### src/rtl/pet_event_scheduler.sv
//==============================================================================
// Module      : pet_event_scheduler
// Description : Turns the LFSR byte stream into randomly spaced, weighted pet
//               events that are held until acknowledged by the game FSM.
// Revision    : 1.0 - initial release
//==============================================================================
`default_nettype none

module pet_event_scheduler #(
   parameter int MIN_GAP   = 8,
   parameter int GAP_BITS  = 4,
   parameter int TH_HUNGER = 96,
   parameter int TH_BORED  = 160,
   parameter int TH_SLEEPY = 224
) (
   input  logic       clk,
   input  logic       rst_n,
   input  logic       enable,
   input  logic       tick,
   input  logic [7:0] rand_in,
   input  logic       event_ack,
   output logic       event_valid,
   output logic [1:0] event_id,
   output logic [3:0] miss_cnt,
   output logic       busy
);

   typedef enum logic [2:0] {
      S_IDLE    = 3'd0,
      S_ARM     = 3'd1,
      S_COUNT   = 3'd2,
      S_PICK    = 3'd3,
      S_PENDING = 3'd4
   } state_t;

   localparam logic [8:0] c_min_gap   = 9'(MIN_GAP);
   localparam logic [8:0] c_th_hunger = 9'(TH_HUNGER);
   localparam logic [8:0] c_th_bored  = 9'(TH_BORED);
   localparam logic [8:0] c_th_sleepy = 9'(TH_SLEEPY);

   state_t     r_state,       w_state_nxt;
   logic [8:0] r_count,       w_count_nxt;
   logic       r_event_valid, w_event_valid_nxt;
   logic [1:0] r_event_id,    w_event_id_nxt;
   logic [3:0] r_miss_cnt,    w_miss_cnt_nxt;

   logic [8:0] w_arm_gap;
   logic [8:0] w_rand_ext;
   logic [1:0] w_pick_id;

   // 9-bit sum: MIN_GAP up to 255 plus up to 255 random ticks never wraps
   assign w_arm_gap  = c_min_gap + 9'(rand_in[GAP_BITS-1:0]);
   assign w_rand_ext = {1'b0, rand_in};

   always_comb begin
      w_pick_id = 2'd3;
      if (w_rand_ext < c_th_hunger)
         w_pick_id = 2'd0;
      else if (w_rand_ext < c_th_bored)
         w_pick_id = 2'd1;
      else if (w_rand_ext < c_th_sleepy)
         w_pick_id = 2'd2;
   end

   always_comb begin
      w_state_nxt       = r_state;
      w_count_nxt       = r_count;
      w_event_valid_nxt = r_event_valid;
      w_event_id_nxt    = r_event_id;
      w_miss_cnt_nxt    = r_miss_cnt;
      case (r_state)
         S_IDLE: begin
            if (enable)
               w_state_nxt = S_ARM;
         end
         S_ARM: begin
            w_count_nxt = w_arm_gap;
            w_state_nxt = S_COUNT;
         end
         S_COUNT: begin
            // Disabling abandons the interval even when a tick arrives together
            if (!enable) begin
               w_state_nxt = S_IDLE;
               w_count_nxt = 9'd0;
            end else if (tick) begin
               if (r_count == 9'd1) begin
                  w_state_nxt = S_PICK;
                  w_count_nxt = 9'd0;
               end else begin
                  w_count_nxt = r_count - 9'd1;
               end
            end
         end
         S_PICK: begin
            w_event_id_nxt    = w_pick_id;
            w_event_valid_nxt = 1'b1;
            w_state_nxt       = S_PENDING;
         end
         S_PENDING: begin
            if (event_ack) begin
               w_event_valid_nxt = 1'b0;
               w_miss_cnt_nxt    = 4'd0;
               w_state_nxt       = enable ? S_ARM : S_IDLE;
            end else if (tick && (r_miss_cnt != 4'd15)) begin
               w_miss_cnt_nxt = r_miss_cnt + 4'd1;
            end
         end
         default: begin
            w_state_nxt       = S_IDLE;
            w_count_nxt       = 9'd0;
            w_event_valid_nxt = 1'b0;
            w_miss_cnt_nxt    = 4'd0;
         end
      endcase
   end

   always_ff @(posedge clk or negedge rst_n) begin
      if (!rst_n) begin
         r_state       <= S_IDLE;
         r_count       <= 9'd0;
         r_event_valid <= 1'b0;
         r_event_id    <= 2'd0;
         r_miss_cnt    <= 4'd0;
      end else begin
         r_state       <= w_state_nxt;
         r_count       <= w_count_nxt;
         r_event_valid <= w_event_valid_nxt;
         r_event_id    <= w_event_id_nxt;
         r_miss_cnt    <= w_miss_cnt_nxt;
      end
   end

   assign event_valid = r_event_valid;
   assign event_id    = r_event_id;
   assign miss_cnt    = r_miss_cnt;
   assign busy        = (r_state != S_IDLE);

endmodule

`default_nettype wire
### config.mk
export PLATFORM = sky130hd
export DESIGN_NAME = pet_event_scheduler
export DESIGN_NICKNAME = d
export VERILOG_FILES = /design/src/rtl/pet_event_scheduler.sv
export SDC_FILE = /design/constraint.sdc
export NUM_CORES = 1
export LEC_CHECK = 0
export CAP_MARGIN = 10
export CORE_ASPECT_RATIO = 1.1
export CORE_UTILIZATION = 35
export DETAILED_ROUTE_END_ITERATION = 8
export PLACE_DENSITY = 0.59
export SLEW_MARGIN = 20
export SYNTH_ARGS = -nofsm -noshare
export SYNTH_HDL_FRONTEND = slang
export SYNTH_SLANG_ARGS = --single-unit
### constraint.sdc
create_clock -name clk -period 4.1 [get_ports clk]
set_input_delay 0.615 -clock clk [delete_from_list [all_inputs] [get_ports clk]]
set_output_delay 0.615 -clock clk [all_outputs]
set_load 0.01 [all_outputs]
==> flow_metrics.py <==
metrics = {
    "finish": {
        "area_growth_pct": 15.9,
        "finalNonFillerCells": 176,
        "final_nets": 159,
        "diodes": 0,
        "layout-drive-gt1-share": 0.0775,
    },
    "pwr": {
        "pwr-share-seq": 0.393,
        "p_per_area_nw_per_um2": 626,
        "clockPowerShare": 0.114,
        "p_sw_uw": 378,
        "p_leak_uw": 0.000561,
        "peakVddDrop_v": 0.000198,
        "p_int_uw": 485,
        "share_comb_of_total_power": 0.493,
        "sw_frac_of_total": 0.438,
    },
    "die": {
        "start_util": 0.377,
        "dieArea_um2": 3640,
        "io_pins": 21,
        "rows": 21,
        "die_y_um": 63.2,
        "die_w_um": 57.6,
        "core-area_um2": 3150,
    },
    "worst_setup_path": {
        "rrSetupSlack_ns": 2.07,
        "worstSetupPathType": "flop to output pin",
        "worstReg2RegStart": "r_state[2]",
        "crit_slowest_cell": "dfrtp_1",
        "crit_fanout": 19,
        "crit_start": "r_state[2]",
        "crit_arrival_ns": 1.83,
        "crit_chain": "or3_1 > clkdlybuf4s50_1",
        "crit_required_ns": 3.48,
        "critPathBufInv": 1,
        "end_kind": "output pin",
        "crit_path_start_kind": "flop",
        "cpLargestDelayFamily": "flip-flops",
        "critPathMaxStageDelay_ns": 0.64,
    },
    "outcome": {
        "status": "complete, but fails checks",
        "violations": "design-rule violations",
    },
    "detailed_routing": {
        "routedWlPerCell_um": 14.4,
        "first_pass_iters": 6,
        "drtIter0Drc": 28,
        "ant_nets": 0,
        "via_per_inst": 5.66,
        "via_count": 997,
        "routed_wl_um": 2540,
        "drc": 1,
    },
    "global_routing": {
        "grt_overflow_total": 0,
        "grt_pass1_vias": 1019,
        "grt_max_degree": 20,
        "antenna_found_initial": 0,
        "grt_usage": 0.160,
        "grt_pass1_wl_um": 4530,
    },
    "cts": {
        "cts_root_buffer": "clkbuf_4",
        "cts_num_sinks": 19,
        "insertion_delay_ns": 0.30,
        "clockBufferDepth": 2,
        "clk_pin_slew_worst_paths_ns": 0.11,
        "htreeDepth": 1,
        "cts-hold-fix-buffers": 0,
        "cts_inserted_buffers": 3,
        "cts_resized": 0,
        "cts_tree": "built",
        "cts_setup_buffers": 0,
    },
    "synth": {
        "synthTopCellsByArea": "dfrtp_1 40%, a21oi_1 6.3%, buf_6 3.8%",
        "syn_area_per_cell_um2": 9.44,
        "syn_inst": 126,
        "synth_cell_types": 39,
        "ys_async_sr_fraction": 1.00,
        "syn_nets": 142,
        "syn_area_um2": 1190,
        "yosysWarnings": 0,
        "yosysTopAreaCell": "dfrtp_1",
        "synth_flop_cell": "dfrtp_1",
        "yosys_register_bits": 19,
        "yosysSeqAreaShare": 0.400,
        "yosysMostFrequentCell": "dfrtp_1",
        "synth-edff-count": 0,
        "synthTopCellsByCount": "19 x dfrtp_1, 15 x a21oi_1, 11 x inv_1",
        "synth_top_area_share": 0.400,
    },
    "timing": {
        "report.final.slew_viol_count": 0,
        "hold_viol_final": 0,
        "rsz0062_at_grt": "false",
        "setup_tns_ns": 0,
        "setup_viol": 0,
        "relSlewSlack": 0.417,
        "fmax_mhz": 409,
        "worst_pin_slew_ns": 0.872,
        "worst_clock_skew_ns": 0.00185,
        "fin_crit_sh": 0.597,
        "min_period_ns": 2.45,
    },
    "place": {
        "dp_cells": 172,
        "place_hpwl_um": 1850,
        "globalplace.congestion": 0.770,
        "portBuffers": 19,
    },
    "worst_hold_path": {
        "hp-class": "flop to flop",
        "worstHoldStart": "event_id[1]",
    },
    "flow_run": {
        "drv_cap": 0,
    },
}
## placed cells by master, fill, tap and decap left out, types with 3 or more instances in the layout
| cell type | n |
|---|---|
| dfrtp_1 | 19 |
| clkdlybuf4s50_1 | 19 |
| a21oi_1 | 15 |
| inv_1 | 11 |
| nand2_1 | 10 |
| nand3_1 | 8 |
| o21ai_0 | 6 |
| nor3_1 | 4 |
| o22ai_1 | 4 |
| nor2_1 | 4 |
| or3_1 | 3 |
| a22oi_1 | 3 |
| ha_1 | 3 |
| clkbuf_4 | 3 |
## layer usage
metal  global-route usage  routed length, um  share of wire  up-vias
li1                     -                  -              -      493
met1                0.201               1150           0.45      479
met2                0.269               1270           0.50       23
met3               0.0205                 99          0.039        2
met4               0.0732                 19         0.0075        0
met5                    0                  0              0        -
## per-stage QoR
| step | worst slack [ns] | power (uW) | util | hold WS (ns) | instance area (um^2) |
|---|---|---|---|---|---|
| floorplan | 2.50 | 675 | - | 0.319 | 1190 |
| global placement | 1.74 | 756 | 0.429 | 0.476 | 1350 |
| detailed placement | 1.77 | 766 | 0.429 | 0.478 | 1350 |
| CTS | 1.64 | 870 | 0.437 | 0.508 | 1380 |
| global route | 1.57 | 946 | 0.437 | 0.552 | 1380 |
| finish | 1.65 | 863 | 0.437 | 0.501 | 1380 |
## final timing paths
path | to | cells past startpoint
worst max register to register | r_count[0] | 4
worst min-delay path | event_id[1] | 2
min in group asynchronous | r_count[3] | 1
worst min register to register | event_id[1] | 2
max in group asynchronous | miss_cnt[1] | 1
worst max-delay path | busy | 2
## final cells by class
class / instances / area [um^2]
Clock buffer: 4 / 26.3
Fill cell: 327 / 1770
Sequential cell: 19 / 475
Tap cell: 34 / 42.5
Timing Repair Buffer: 19 / 190
Inverter: 11 / 41.3
Multi-Input combinational cell: 89 / 603
## cell families after synthesis
family / synth area share
compound gates: 0.223
simple gates: 0.238
flops: 0.400
fa+ha+maj: 0.0315
buf+inv: 0.0936
xor+xnor: 0.0147
## state kept, by name (all words and copies together) (netlist names)
name	count
miss_cnt	4
event_id	2
r_count	9
r_state	3
event_valid	1
## power by group through the flow
stage          registers, uW  logic, uW  clock network [uW]
2_1_floorplan            306        369                   0
3_3_place_gp             339        417                   0
3_5_place_dp             342        424                   0
4_1_cts                  339        426                 105
5_1_grt                  351        484                 111
6_report                 339        426                98.1
## worst min-delay path, stage by stage (launching register included)
cell and delay [ns]:
dfrtp_1 0.37, nand2_1 0.05, o21ai_0 0.06
(Power assumes the default switching activity.)
